--- config.mk ---
export PLATFORM = sky130hd
export DESIGN_NAME = bp_probe_gen_flat
export DESIGN_NICKNAME = d
export VERILOG_FILES = /design/src/rtl/bp_probe_gen_if.sv /design/src/rtl/bp_probe_gen.sv /design/src/flat_wrapper.sv
export SDC_FILE = /design/constraint.sdc
export NUM_CORES = 1
export LEC_CHECK = 0
export BUFFER_PORTS_ARGS = -buffer_cell sky130_fd_sc_hd__buf_4
export CORE_MARGIN = 3
export CORE_UTILIZATION = 35
export CTS_BUF_LIST = sky130_fd_sc_hd__clkbuf_4
export CTS_CLUSTER_DIAMETER = 40
export DETAILED_ROUTE_END_ITERATION = 8
export HOLD_SLACK_MARGIN = 0.03
export PLACE_DENSITY = 0.58
export SETUP_SLACK_MARGIN = 0.5
export SLEW_MARGIN = 5
export SYNTH_ARGS = -nofsm -noshare
export SYNTH_HDL_FRONTEND = slang
export SYNTH_HIERARCHICAL = 1
export SYNTH_SLANG_ARGS = --single-unit
--- constraint.sdc ---
create_clock -name i_clk -period 2.95 [get_ports i_clk]
set_clock_uncertainty 0.05 [all_clocks]
set_input_delay 0.295 -clock i_clk [delete_from_list [all_inputs] [get_ports i_clk]]
set_output_delay 0.295 -clock i_clk [all_outputs]
set_load 0.01 [all_outputs]
--- src/rtl/bp_probe_gen_if.sv ---
// bp_probe_gen_if -- BytePipe byte channel between a pipe endpoint and
// bp_probe_gen.
//   i_bp_data/i_bp_valid : upstream command/data byte into the generator
//   o_bp_ready           : generator accepts upstream byte
//   o_bp_data/o_bp_valid : response byte out of the generator
//   i_bp_ready           : downstream accepts response byte
// slave modport is the generator side, master is the pipe side.
interface bp_probe_gen_if;
  logic [7:0] i_bp_data;
  logic       i_bp_valid;
  logic       o_bp_ready;
  logic [7:0] o_bp_data;
  logic       o_bp_valid;
  logic       i_bp_ready;

  modport slave (
    input  i_bp_data, i_bp_valid, i_bp_ready,
    output o_bp_ready, o_bp_data, o_bp_valid
  );

  modport master (
    output i_bp_data, i_bp_valid, i_bp_ready,
    input  o_bp_ready, o_bp_data, o_bp_valid
  );
endinterface

--- src/rtl/bp_probe_gen.sv ---
// bp_probe_gen -- BytePipe-controlled pseudo-random probe pulse generator.
// Each of N_PROBE channels owns a Galois LFSR and a density threshold; the
// channel pulses when the low DENSITY_W LFSR bits fall below the threshold.
//
// Ports:
//   i_clk, i_rst : clock, synchronous active-high reset (overrides i_cg)
//   i_cg         : clock-gate enable, all state holds while low
//   bp           : BytePipe command/response channel (bp_probe_gen_if.slave)
//   o_probe      : registered probe pulses, one bit per channel
//
// Command format {rnw, addr[6:0]}; a write takes a second data byte, a read
// returns one response byte.
//   0x00..N_PROBE-1 density[i] RW
//   0x7E ctrl: bit0 enable, bit1 reseed (write-1 pulse, reads 0)
//   0x7F N_PROBE (RO)
// Optional build macro BP_PROBE_GEN_COUNT_EN adds per-channel 16-bit
// saturating pulse counters at 0x40+2i (low) / 0x41+2i (high snapshot).

// One probe channel: LFSR, density register, registered pulse and optional
// pulse counter.
module bp_probe_lane #(
  parameter int                LFSR_W    = 16,
  parameter logic [LFSR_W-1:0] LFSR_TAPS = 16'hB400,
  parameter logic [LFSR_W-1:0] SEED_I    = 16'h0001,
  parameter int                DENSITY_W = 8
) (
  input  logic                 i_clk,
  input  logic                 i_rst,
  input  logic                 cg,
  input  logic                 en,
  input  logic                 reseed,
  input  logic                 dens_we,
  input  logic [DENSITY_W-1:0] dens_wdata,
`ifdef BP_PROBE_GEN_COUNT_EN
  input  logic                 rd_lo,
  output logic [15:0]          cnt,
  output logic [7:0]           cnt_hi,
`endif
  output logic [DENSITY_W-1:0] density,
  output logic                 probe
);
  logic [LFSR_W-1:0] lfsr;
  logic [LFSR_W-1:0] lfsr_step;

  assign lfsr_step = (lfsr >> 1) ^ (lfsr[0] ? LFSR_TAPS : '0);

  // Probe uses the pre-step LFSR and the pre-write enable/density, so the
  // first pulse after enabling is evaluated on the seed value.
  always_ff @(posedge i_clk) begin
    if (i_rst) begin
      lfsr    <= SEED_I;
      density <= '0;
      probe   <= 1'b0;
    end else if (cg) begin
      if (dens_we) density <= dens_wdata;
      if (reseed)  lfsr <= SEED_I;
      else if (en) lfsr <= lfsr_step;
      probe <= en & (lfsr[DENSITY_W-1:0] < density);
    end
  end

`ifdef BP_PROBE_GEN_COUNT_EN
  always_ff @(posedge i_clk) begin
    if (i_rst) begin
      cnt    <= '0;
      cnt_hi <= '0;
    end else if (cg) begin
      if (reseed) begin
        cnt    <= '0;
        cnt_hi <= '0;
      end else begin
        if (probe && cnt != 16'hFFFF) cnt <= cnt + 16'd1;
        // Snapshot so the following high-byte read matches the low byte.
        if (rd_lo) cnt_hi <= cnt[15:8];
      end
    end
  end
`endif
endmodule

module bp_probe_gen #(
  parameter int                N_PROBE   = 4,
  parameter int                LFSR_W    = 16,
  parameter logic [LFSR_W-1:0] LFSR_TAPS = 16'hB400,
  parameter logic [LFSR_W-1:0] SEED      = 16'hACE1,
  parameter int                DENSITY_W = 8
) (
  input  logic               i_clk,
  input  logic               i_rst,
  input  logic               i_cg,
  bp_probe_gen_if.slave      bp,
  output logic [N_PROBE-1:0] o_probe
);
  localparam logic [6:0] A_CTRL = 7'h7E;
  localparam logic [6:0] A_ID   = 7'h7F;

  typedef enum logic [1:0] {S_IDLE, S_WRDATA, S_RDRESP} state_t;

  state_t     state, state_nx;
  logic [6:0] addr_q;
  logic [7:0] rsp_data;
  logic       rsp_vld;
  logic       en;
  logic       in_xfer, out_xfer;
  logic       wr_en, rd_xfer;
  logic [7:0] rd_byte;
  logic       ctrl_we, reseed;

  logic [N_PROBE-1:0]                dens_we;
  logic [N_PROBE-1:0][DENSITY_W-1:0] density;
`ifdef BP_PROBE_GEN_COUNT_EN
  logic [N_PROBE-1:0]                rd_lo;
  logic [N_PROBE-1:0][15:0]          cnt;
  logic [N_PROBE-1:0][7:0]           cnt_hi;
`endif

  // Handshakes are masked by the clock gate so nothing transfers while held.
  assign bp.o_bp_ready = i_cg & (state != S_RDRESP);
  assign bp.o_bp_valid = i_cg & rsp_vld;
  assign bp.o_bp_data  = rsp_data;
  assign in_xfer       = bp.i_bp_valid & bp.o_bp_ready;
  assign out_xfer      = bp.o_bp_valid & bp.i_bp_ready;

  always_ff @(posedge i_clk) begin
    if (i_rst)     state <= S_IDLE;
    else if (i_cg) state <= state_nx;
  end

  always_comb begin
    state_nx = state;
    wr_en    = 1'b0;
    rd_xfer  = 1'b0;
    case (state)
      S_IDLE: if (in_xfer) begin
        if (bp.i_bp_data[7]) begin
          rd_xfer  = 1'b1;
          state_nx = S_RDRESP;
        end else begin
          state_nx = S_WRDATA;
        end
      end
      S_WRDATA: if (in_xfer) begin
        wr_en    = 1'b1;
        state_nx = S_IDLE;
      end
      S_RDRESP: if (out_xfer) state_nx = S_IDLE;
      default:  state_nx = S_IDLE;
    endcase
  end

  // Read mux decodes the command byte directly so the response is valid
  // one cycle after the command transfer.
  always_comb begin
    rd_byte = '0;
    if (bp.i_bp_data[6:0] == A_CTRL)    rd_byte = {7'd0, en};
    else if (bp.i_bp_data[6:0] == A_ID) rd_byte = 8'(N_PROBE);
    else begin
      for (int i = 0; i < N_PROBE; i++) begin
        if (bp.i_bp_data[6:0] == 7'(i)) rd_byte = 8'(density[i]);
`ifdef BP_PROBE_GEN_COUNT_EN
        if (bp.i_bp_data[6:0] == 7'(64 + 2*i))     rd_byte = cnt[i][7:0];
        if (bp.i_bp_data[6:0] == 7'(64 + 2*i + 1)) rd_byte = cnt_hi[i];
`endif
      end
    end
  end

  always_ff @(posedge i_clk) begin
    if (i_rst) begin
      addr_q   <= '0;
      rsp_data <= '0;
      rsp_vld  <= 1'b0;
    end else if (i_cg) begin
      if (state == S_IDLE && in_xfer) addr_q <= bp.i_bp_data[6:0];
      if (rd_xfer) begin
        rsp_data <= rd_byte;
        rsp_vld  <= 1'b1;
      end else if (out_xfer) begin
        rsp_vld  <= 1'b0;
      end
    end
  end

  assign ctrl_we = wr_en & (addr_q == A_CTRL);
  assign reseed  = ctrl_we & bp.i_bp_data[1];

  always_ff @(posedge i_clk) begin
    if (i_rst)        en <= 1'b0;
    else if (ctrl_we) en <= bp.i_bp_data[0];
  end

  for (genvar i = 0; i < N_PROBE; i++) begin : g_lane
    localparam logic [LFSR_W-1:0] S_RAW  = SEED ^ LFSR_W'(i + 1);
    localparam logic [LFSR_W-1:0] SEED_I = (S_RAW == '0) ? LFSR_W'(1) : S_RAW;

    assign dens_we[i] = wr_en & (addr_q == 7'(i));
`ifdef BP_PROBE_GEN_COUNT_EN
    assign rd_lo[i]   = rd_xfer & (bp.i_bp_data[6:0] == 7'(64 + 2*i));
`endif

    bp_probe_lane #(
      .LFSR_W    (LFSR_W),
      .LFSR_TAPS (LFSR_TAPS),
      .SEED_I    (SEED_I),
      .DENSITY_W (DENSITY_W)
    ) u_lane (
      .i_clk      (i_clk),
      .i_rst      (i_rst),
      .cg         (i_cg),
      .en         (en),
      .reseed     (reseed),
      .dens_we    (dens_we[i]),
      .dens_wdata (bp.i_bp_data[DENSITY_W-1:0]),
`ifdef BP_PROBE_GEN_COUNT_EN
      .rd_lo      (rd_lo[i]),
      .cnt        (cnt[i]),
      .cnt_hi     (cnt_hi[i]),
`endif
      .density    (density[i]),
      .probe      (o_probe[i])
    );
  end
endmodule

--- src/flat_wrapper.sv ---
// flat-port wrapper written by rule: the top's interface ports become plain ports
module bp_probe_gen_flat 
#(
  parameter int                N_PROBE   = 4,
  parameter int                LFSR_W    = 16,
  parameter logic [LFSR_W-1:0] LFSR_TAPS = 16'hB400,
  parameter logic [LFSR_W-1:0] SEED      = 16'hACE1,
  parameter int                DENSITY_W = 8
)
  (i_clk, i_rst, i_cg, o_probe, bp_i_bp_data, bp_i_bp_valid, bp_i_bp_ready, bp_o_bp_ready, bp_o_bp_data, bp_o_bp_valid);
  bp_probe_gen_if bp_i ();
  input  logic i_clk;
  input  logic i_rst;
  input  logic i_cg;
  output logic [N_PROBE-1:0] o_probe;
  input wire logic [$bits(bp_i.i_bp_data)-1:0] bp_i_bp_data;
  input wire logic [$bits(bp_i.i_bp_valid)-1:0] bp_i_bp_valid;
  input wire logic [$bits(bp_i.i_bp_ready)-1:0] bp_i_bp_ready;
  output wire logic [$bits(bp_i.o_bp_ready)-1:0] bp_o_bp_ready;
  output wire logic [$bits(bp_i.o_bp_data)-1:0] bp_o_bp_data;
  output wire logic [$bits(bp_i.o_bp_valid)-1:0] bp_o_bp_valid;
  assign bp_i.i_bp_data = bp_i_bp_data;
  assign bp_i.i_bp_valid = bp_i_bp_valid;
  assign bp_i.i_bp_ready = bp_i_bp_ready;
  assign bp_o_bp_ready = bp_i.o_bp_ready;
  assign bp_o_bp_data = bp_i.o_bp_data;
  assign bp_o_bp_valid = bp_i.o_bp_valid;
  bp_probe_gen #(.N_PROBE(N_PROBE), .LFSR_W(LFSR_W), .LFSR_TAPS(LFSR_TAPS), .SEED(SEED), .DENSITY_W(DENSITY_W)) u_core (.i_clk(i_clk), .i_rst(i_rst), .i_cg(i_cg), .bp(bp_i), .o_probe(o_probe));
endmodule
==> qor.txt <==
Crit share post-route: 74.99%
Syn nets: 663
Min-delay src: bp_i_bp_data[4]
Setup crit start kind: flip-flop
Fraction of layout cells with a size suffix above 1: 12.59%
Number of maximum-capacitance violations: 0
Sequential share of the synthesized area: 43.65%
Largest fanout of any net on the critical path: 9
Fill cell instance count of the final layout: 1541
Worst VDD drop: 284.8 uV
EDFF count, synth: 0
Total number of vias: 4549
Cell Pwr Density: 467.6 nW/um2
Worst hold slack: 77.72 ps
Top library cells by usage in the layout, fill and taps aside: 119 x sky130_fd_sc_hd__dfxtp_1, 63 x sky130_fd_sc_hd__nor2_1, 54 x sky130_fd_sc_hd__nand2_1
Flops & latches, synth: 119
Number of pins exceeding their max-slew limit in the final report: 0
Die outline width: 130.9 um
Clock slew at the register clock pins of the worst setup and hold paths: 110 ps
Remaining antenna violation count: 0
Clk root buf: sky130_fd_sc_hd__clkbuf_4
Y dimension of the die: 130.9 um
Data arrival time of the critical path: 2520 ps
Post-layout min period: 2212 ps
Critical path data required time: 3250 ps
Drt first pass iters: 5
Antenna violations before repair: 0
Final Instance Count excl. Fillers: 847
Fmax: 452.1 MHz
End point of the most critical hold path: u_core/g_lane[1].u_lane/density[4]
Critical R2R Launch: u_core/addr_q[3]
Number of global-route vias before repair: 4332
Post-synthesis async set-or-reset flop share: 0%
Detailed placer's ending HPWL: 8.915 mm
DIE AREA: 17130 um2
Count of warnings emitted by yosys: 6
H-tree depth: 4
Total routing resource utilization after global routing: 16.16%
GPL Wtd Cong: 0.8166
Placed instance area: 5789 um2
Slew at the pin closest to its max-slew limit: 1012 ps
Average cell area after synthesis: 8.774 um2
Detail-routed via count per cell: 5.371
TritonCTS clock tree: done
Number of cells on the worst hold path: 3
Final Cell Area: 6088 um2
Slew margin rel.: 32.55%
Critical path class: reg2reg
Total number of placement rows: 45
Post-layout worst setup margin: 737.9 ps
Setup violations, final: 0
Setup TNS: 0 ps
Worst min path class: in2reg
Cell count after synthesis: 622
Predominant post-synthesis flop cell: sky130_fd_sc_hd__dfxtp_1
Pre-CTS WS: 377.1 ps
Sink count of the clock tree: 119
Crit Reg-Reg Endpoint: u_core/g_lane[1].u_lane/density[1]
Critical path endpoint category: flip-flop
Number of remaining DRC errors: 0
Final Hold Fails: 0
Total power of the final layout: 2.847 mW
Commonest non-fill, non-tap cell in the layout: sky130_fd_sc_hd__dfxtp_1
Fraction of the core area covered by cells at the end of the flow: 40.05%
Max Root-Sink Buffers: 2
Run status: finished, final reports clean
Post-synth design cell area: 5458 um2
Pin count of the biggest net entering global routing: 104
Worst Reg-to-Reg Cells: 7
Post-synthesis to final-layout area growth: 11.55%
Count of distinct cell types in the synthesized netlist: 49
Ant diodes: 0
FF-to-FF setup slack: 740 ps
Initial Utilization: 35.90%
WL per Instance: 15.60 um
First-pass GRT wire length: 22.02 mm
Setup repair after global routing missed its margin: false
Clock buffers created by TritonCTS: 17
Routed Wire Length: 13.22 mm
Initial DRC count: 443
Cell count after placement: 811
Count of input and output buffers: 26
Leakage: 2.152 nW
Core area: 15200 um2
Final Net Count: 687
Worst-Skew Late Latency: 520 ps
Grt total ovfl: 0
Count of boundary I/O pins: 27
[power breakdown]
part           switching [mW]  total (mW)  internal (mW)  leakage (nW)
Clock                   0.591        1.08          0.487         0.140
Combinational          0.0925       0.146         0.0532          1.05
Sequential            0.00871        1.62           1.61         0.961
[critical path, stage by stage, from the launching register on]
cell and delay [ps]:
sky130_fd_sc_hd__dfxtp_1 330, sky130_fd_sc_hd__or4_1 510, sky130_fd_sc_hd__or3_4 360, sky130_fd_sc_hd__nor3b_2 170, sky130_fd_sc_hd__buf_4 190, sky130_fd_sc_hd__nand2_1 200, sky130_fd_sc_hd__nand2_1 160, sky130_fd_sc_hd__a21oi_1 80
[state kept, by name (all words and copies together), names as in the netlist]
name,cells
u_core/g_lane.u_lane/probe,4
u_core/en,1
u_core/state,2
u_core/g_lane.u_lane/density,32
u_core/addr_q,7
u_core/rsp_vld,1
u_core/g_lane.u_lane/lfsr,64
u_core/bp.o_bp_data,8
[what timing repair did]
| action | in CTS | in global routing |
|---|---|---|
| setup buffers | 0 | 0 |
| resized for setup | 1 | 2 |
| gates cloned | 0 | 0 |
| hold buffers | 3 | 1 |
| setup endpoints to repair | 52 | 52 |
| endpoints found under the hold margin | 4 | 2 |
[layout make-up]
class | count | area, um2 | area share [%]
clock buffer | 18 | 135.1 | 2.219
clock inverter | 14 | 115.1 | 1.891
inverter | 30 | 112.6 | 1.850
multi-input combinational | 437 | 2790 | 45.83
sequential | 119 | 2382 | 39.13
tap | 188 | 235.2 | 3.864
timing repair buffer | 41 | 317.8 | 5.220
[routing by layer]
metal | share of wire, % | vias up | GRT usage, % | wire length, um
li1 | - | 2266 | - | -
met3 | 3.5 | 20 | 4.146 | 458
met2 | 47 | 93 | 25.82 | 6198
met1 | 47 | 2170 | 21.18 | 6216
met5 | 0 | - | 0 | 0
met4 | 2.6 | 0 | 5.808 | 342
[cell families (layout without fill, tap and decap cells)]
logic type,after synthesis,in the layout,share of synthesized area [%]
flip-flops,119,119,43.65
XOR/XNOR,12,12,1.926
AND/OR/NAND/NOR,220,220,19.92
AO/OA/AOI/OAI,161,161,19.53
multiplexers,16,16,3.164
adder cells (fa/ha/maj),28,28,6.419
buffers and inverters,66,103,5.387
[synth_stat cells (3+ instances only)]
cell type	number	area share, %
sky130_fd_sc_hd__a31oi_1	5	0.57
sky130_fd_sc_hd__nor3_1	9	0.83
sky130_fd_sc_hd__clkbuf_1	21	1.4
sky130_fd_sc_hd__a2111o_1	4	0.83
sky130_fd_sc_hd__nor2_1	63	4.3
sky130_fd_sc_hd__o22ai_1	25	2.9
sky130_fd_sc_hd__or3b_1	4	0.64
sky130_fd_sc_hd__mux2i_1	15	2.8
sky130_fd_sc_hd__nand2b_1	26	3.0
sky130_fd_sc_hd__a21oi_1	36	3.3
sky130_fd_sc_hd__or2_2	9	1.0
sky130_fd_sc_hd__o21ai_1	6	0.55
sky130_fd_sc_hd__xor2_1	12	1.9
sky130_fd_sc_hd__buf_1	3	0.21
sky130_fd_sc_hd__buf_2	7	0.64
sky130_fd_sc_hd__a22oi_1	31	4.3
sky130_fd_sc_hd__dfxtp_1	119	44
sky130_fd_sc_hd__a211oi_1	4	0.55
sky130_fd_sc_hd__o2111ai_1	4	0.64
sky130_fd_sc_hd__o21a_1	8	1.1
sky130_fd_sc_hd__a32o_1	6	1.1
sky130_fd_sc_hd__inv_1	30	2.1
sky130_fd_sc_hd__o21ai_0	16	1.5
sky130_fd_sc_hd__nand2_1	54	3.7
sky130_fd_sc_hd__nand3_1	35	3.2
sky130_fd_sc_hd__ha_1	28	6.4
sky130_fd_sc_hd__o21bai_1	8	1.1
sky130_fd_sc_hd__o211ai_1	4	0.55
sky130_fd_sc_hd__buf_6	5	1.0
[how the worst max path moves through the flow]
stage,startpoint,to,slack [ps],depth (start not counted)
floorplan,u_core/state[0],u_core/g_lane[0].u_lane/lfsr[14],740,7
global placement,u_core/state[0],u_core/g_lane[1].u_lane/lfsr[0],540,7
detailed placement,u_core/state[0],u_core/g_lane[3].u_lane/lfsr[12],380,6
CTS,u_core/state[0],u_core/g_lane[2].u_lane/lfsr[4],560,7
global route,u_core/state[0],u_core/g_lane[2].u_lane/lfsr[13],520,7
finish,u_core/addr_q[3],u_core/g_lane[1].u_lane/density[1],740,7
Power figures use the tool's default switching activity.
